## src/rtl/seq_detector_param.sv

```systemverilog
// Parametrised serial sequence detector with run-time pattern, overlap select and saturating match counter.
// Optional compile-time feature SEQ_DET_MASK_EN adds a don't-care mask (mask_in) latched with the pattern.
//
// state       | meaning
// ------------|----------------------------------------------------------
// ST_FILLING  | fewer than PAT_W valid bits in history; no match possible
// ST_ARMED    | history holds PAT_W valid bits; each shift may match
module seq_detector_param #(
    parameter int PAT_W = 4,
    parameter int CNT_W = 8
) (
    input  logic             clock,
    input  logic             reset,
    input  logic             i,
    input  logic             in_valid,
    input  logic             load,
    input  logic [PAT_W-1:0] pattern_in,
`ifdef SEQ_DET_MASK_EN
    input  logic [PAT_W-1:0] mask_in,
`endif
    input  logic             overlap,
    input  logic             count_clr,
    output logic             out,
    output logic [CNT_W-1:0] match_count,
    output logic             armed
);

    localparam int FILL_W = $clog2(PAT_W + 1);
    localparam logic [FILL_W-1:0] FILL_FULL = FILL_W'(PAT_W);
    localparam logic [CNT_W-1:0]  CNT_MAX   = '1;

    typedef enum logic {
        ST_FILLING = 1'b0,
        ST_ARMED   = 1'b1
    } state_t;

    state_t            r_state;
    logic [PAT_W-1:0]  r_hist;
    logic [PAT_W-1:0]  r_pat;
    logic [FILL_W-1:0] r_fill;
    logic              r_out;
    logic [CNT_W-1:0]  r_cnt;

    logic [PAT_W-1:0]  w_hist_n;
    logic [FILL_W-1:0] w_fill_n;
    logic [PAT_W-1:0]  w_diff;
    logic              w_shift;
    logic              w_match;

`ifdef SEQ_DET_MASK_EN
    logic [PAT_W-1:0]  r_mask;
    assign w_diff = (w_hist_n ^ r_pat) & r_mask;
`else
    assign w_diff = w_hist_n ^ r_pat;
`endif

    assign w_shift  = in_valid && !load;
    assign w_hist_n = {r_hist[PAT_W-2:0], i};
    assign w_fill_n = (r_fill == FILL_FULL) ? FILL_FULL : r_fill + FILL_W'(1);
    assign w_match  = w_shift && (w_fill_n == FILL_FULL) && (w_diff == '0);

    always_ff @(posedge clock) begin
        if (reset) begin
            r_state <= ST_FILLING;
            r_hist  <= '0;
            r_pat   <= '0;
            r_fill  <= '0;
            r_out   <= 1'b0;
            r_cnt   <= '0;
`ifdef SEQ_DET_MASK_EN
            r_mask  <= '1;
`endif
        end else begin
            r_out <= w_match;

            if (load) begin
                r_pat   <= pattern_in;
`ifdef SEQ_DET_MASK_EN
                r_mask  <= mask_in;
`endif
                r_fill  <= '0;
                r_state <= ST_FILLING;
            end else if (in_valid) begin
                r_hist <= w_hist_n;
                // Non-overlapping mode discards every bit of the completed match
                if (w_match && !overlap) begin
                    r_fill  <= '0;
                    r_state <= ST_FILLING;
                end else begin
                    r_fill  <= w_fill_n;
                    r_state <= (w_fill_n == FILL_FULL) ? ST_ARMED : ST_FILLING;
                end
            end

            if (count_clr)
                r_cnt <= w_match ? CNT_W'(1) : '0;
            else if (w_match && r_cnt != CNT_MAX)
                r_cnt <= r_cnt + CNT_W'(1);
        end
    end

    assign out         = r_out;
    assign match_count = r_cnt;
    assign armed       = (r_state == ST_ARMED);

endmodule

```

## config.mk

```make
export PLATFORM = sky130hd
export DESIGN_NAME = seq_detector_param
export DESIGN_NICKNAME = d
export VERILOG_FILES = /design/src/rtl/seq_detector_param.sv
export SDC_FILE = /design/constraint.sdc
export NUM_CORES = 1
export LEC_CHECK = 0
export CAP_MARGIN = 20
export CORE_AREA = 10 10 55 57
export CTS_CLUSTER_SIZE = 10
export DETAILED_ROUTE_END_ITERATION = 10
export DIE_AREA = 0 0 65 67
export PLACE_DENSITY = 0.8
export SLEW_MARGIN = 5
export SYNTH_ARGS = -nofsm -noshare
export SYNTH_HDL_FRONTEND = slang
export SYNTH_SLANG_ARGS = --single-unit
```

## constraint.sdc

```tcl
create_clock -name clock -period 5.26 [get_ports clock]
set_input_delay 1.052 -clock clock [delete_from_list [all_inputs] [get_ports clock]]
set_output_delay 1.052 -clock clock [all_outputs]
set_load 0.1 [all_outputs]
```

==> flow_metrics.env <==
export IMPL_status="finished, final reports clean"
export IMPL_start_kind="primary input"
export IMPL_postRouteAntennaNets=0
export IMPL_ys_ff_latch=20
export IMPL_io_pins=21
export IMPL_yosysUniqueCellTypes=36
export IMPL_vias=865
export IMPL_path_class="primary input to register"
export IMPL_yosysWarnings=0
export IMPL_cts_root_buffer="clkbuf_4"
export IMPL_wl_um=2260
export IMPL_dr_pass1_iters=4
export IMPL_hp_class="register to register"
export IMPL_hold_viol=0
export IMPL_hp_start="armed"
export IMPL_final_cell_mix="20 x dfxtp_1, 20 x clkdlybuf4s50_1, 12 x nor2_1"
export IMPL_grt_pass1_vias=853
export IMPL_layout_drive_gt1_share_pct=7.09
export IMPL_relSlewSlack_pct=34.9
export IMPL_cts_sinks=20
export IMPL_grt_antenna_before_repair=0
export IMPL_cap_violations=0
export IMPL_wl_per_cell_um=14.7
export IMPL_finalClockSkew_ns=0.0135
export IMPL_finalCriticalPeriod_ns=3.20
export IMPL_finalSetupViolCount=0
export IMPL_leakage_nw=0.456
export IMPL_hpwlAfterDp_um=1670
export IMPL_async_reset_ff_share_pct=0
export IMPL_dieArea_um2=4360
export IMPL_crit_arrival_ns=3.43
export IMPL_clock_path_buffers=2
export IMPL_core_um2=1940
export IMPL_fill_cells=177
export IMPL_fp_dieH_um=67
export IMPL_layout_nets=142
export IMPL_holdPathStages=2
export IMPL_ys_flop_type="dfxtp_1"
export IMPL_postPlaceCellArea_um2=1210
export IMPL_timing_rr_end="match_count[4]"
export IMPL_dieWidth_um=65
export IMPL_drt_iter0_drc=25
export IMPL_syn_inst=110
export IMPL_cts_resized_gates=0
export IMPL_cp_max_fo=18
export IMPL_routed_via_density=5.62
export IMPL_worst_setup_hold_path_clk_slew_ns=0.11
export IMPL_grt_max_degree=19
export IMPL_crit_required_ns=5.49
export IMPL_r2r_start="r_fill[0]"
export IMPL_cts_buffers_inserted=3
export IMPL_port_buffers=20
export IMPL_cp_end_kind="register"
export IMPL_rsz0062_at_grt="no"
export IMPL_start_util_pct=52.4
export IMPL_synth_avg_cell_area_um2=9.25
export IMPL_yosysSeqAreaShare_pct=39.4
export IMPL_finalSetupTns_ns=0
export IMPL_worst_ir_drop_vdd_uv=214
export IMPL_grtUsageTotal_pct=11.0
export IMPL_power_density_nw_per_um2=247
export IMPL_fp_row_count=16
export IMPL_post_cts_setup_buffers=0
export IMPL_drcViolationCount=0
export IMPL_maxSlewViolCount=0
export IMPL_worstHoldEndpoint="armed"
export IMPL_diodes=0
export IMPL_cts_tree="done"
export IMPL_finalCritPeriodShare_pct=60.7
export IMPL_worst_slew_pin_slew_ns=0.973
export IMPL_grt_pass1_wl_um=3840
export IMPL_final_area_um2=1260
export IMPL_area_growth_pct=23.9
export IMPL_worst_hold_slack_ns=0.497
export IMPL_final_core_utilization_pct=64.9
export IMPL_holdBufCountCts=0
export IMPL_htree_num_levels=1
export IMPL_timing_critical_path_from="load"
export IMPL_grt_overflow=0
export IMPL_syn_num_nets=124
export IMPL_synth_edf_count=0
export IMPL_insertion_delay_ns=0.31
export IMPL_max_freq_mhz=313
export IMPL_gp_congestion=0.794
export IMPL_r2r_slack_ns=2.58
export IMPL_synth_area_um2=1020
export IMPL_reg2reg_depth=7
-- worst max path at each step --
stage,endpoint,depth (start not counted),slack (ns)
2_1_floorplan,match_count[2],7,2.84
3_5_place_dp,match_count[4],6,1.76
6_report,match_count[4],6,2.06
3_3_place_gp,match_count[5],6,1.88
5_1_grt,match_count[4],6,1.87
4_1_cts,match_count[4],6,2.07
-- cells by family after synthesis --
group	count (synthesis)	synth area share (%)
compound gates	22	15.6
xor+xnor	4	3.44
fa+ha+maj	3	3.69
buf+inv	10	5.41
flops	20	39.4
mux	9	8.86
simple gates	42	23.6
-- critical path: stages --
cell,delay [ns]
clkdlybuf4s50_1,0.62
nand2b_4,0.29
nor2_4,0.09
nand4bb_1,0.54
or4_1,0.69
a21oi_1,0.15
-- flip-flops by register name, summed over array words and instances, names as in the netlist --
register and flops:
match_count 8, r_pat 4, r_fill 3, r_hist 3, armed 1, out 1
-- final cells by class --
cell class | count | area [um^2] | share of cell area (%)
clock buffers | 3 | 22.5 | 1.79
clock inverters | 1 | 30.0 | 2.38
inverters | 3 | 11.3 | 0.894
multi-input cells | 80 | 562 | 44.6
flip-flops and latches | 20 | 400 | 31.8
well taps | 27 | 33.8 | 2.68
repair buffers | 20 | 200 | 15.9
-- report_power, final --
group          switching (W)  leakage (nW)  internal (W)
clock network      0.0000499        0.0279     0.0000770
logic              0.0000125         0.266     0.0000148
registers         0.00000219         0.162      0.000154
-- layer usage --
metal  routed length [um]  track usage (%)
met1                  941             11.0
met2                 1140             19.7
met3                  150             4.35
met4                   31             4.81
met5                    0                0
-- synth_stat cells (2+ instances only) --
| library cell | number | area (um^2) |
|---|---|---|
| nor3b_1 | 3 | 22.5 |
| dfxtp_1 | 20 | 400 |
| o41ai_1 | 2 | 17.5 |
| mux2i_1 | 9 | 90.1 |
| nor3_1 | 2 | 10.0 |
| o31ai_1 | 5 | 37.5 |
| inv_1 | 3 | 11.3 |
| xor2_1 | 2 | 17.5 |
| or3_1 | 2 | 12.5 |
| or2_2 | 2 | 12.5 |
| buf_2 | 2 | 10.0 |
| nand3_1 | 4 | 20.0 |
| nor2_1 | 12 | 45.0 |
| buf_6 | 2 | 22.5 |
| a21oi_1 | 5 | 25.0 |
| o211ai_1 | 2 | 15.0 |
| ha_1 | 3 | 37.5 |
| or4_1 | 2 | 15.0 |
| nand2_1 | 6 | 22.5 |
| clkbuf_1 | 3 | 11.3 |
| xnor2_1 | 2 | 17.5 |
| nand2b_1 | 3 | 18.8 |
-- metrics by stage --
step,instances,power (W),setup slack (ns)
2_1_floorplan,110,0.000177,2.84
3_3_place_gp,150,0.000186,1.88
3_5_place_dp,150,0.000187,1.76
4_1_cts,154,0.000313,2.07
5_1_grt,154,0.000323,1.87
6_report,154,0.000311,2.06
No activity file was read; power rests on OpenSTA's default activity.
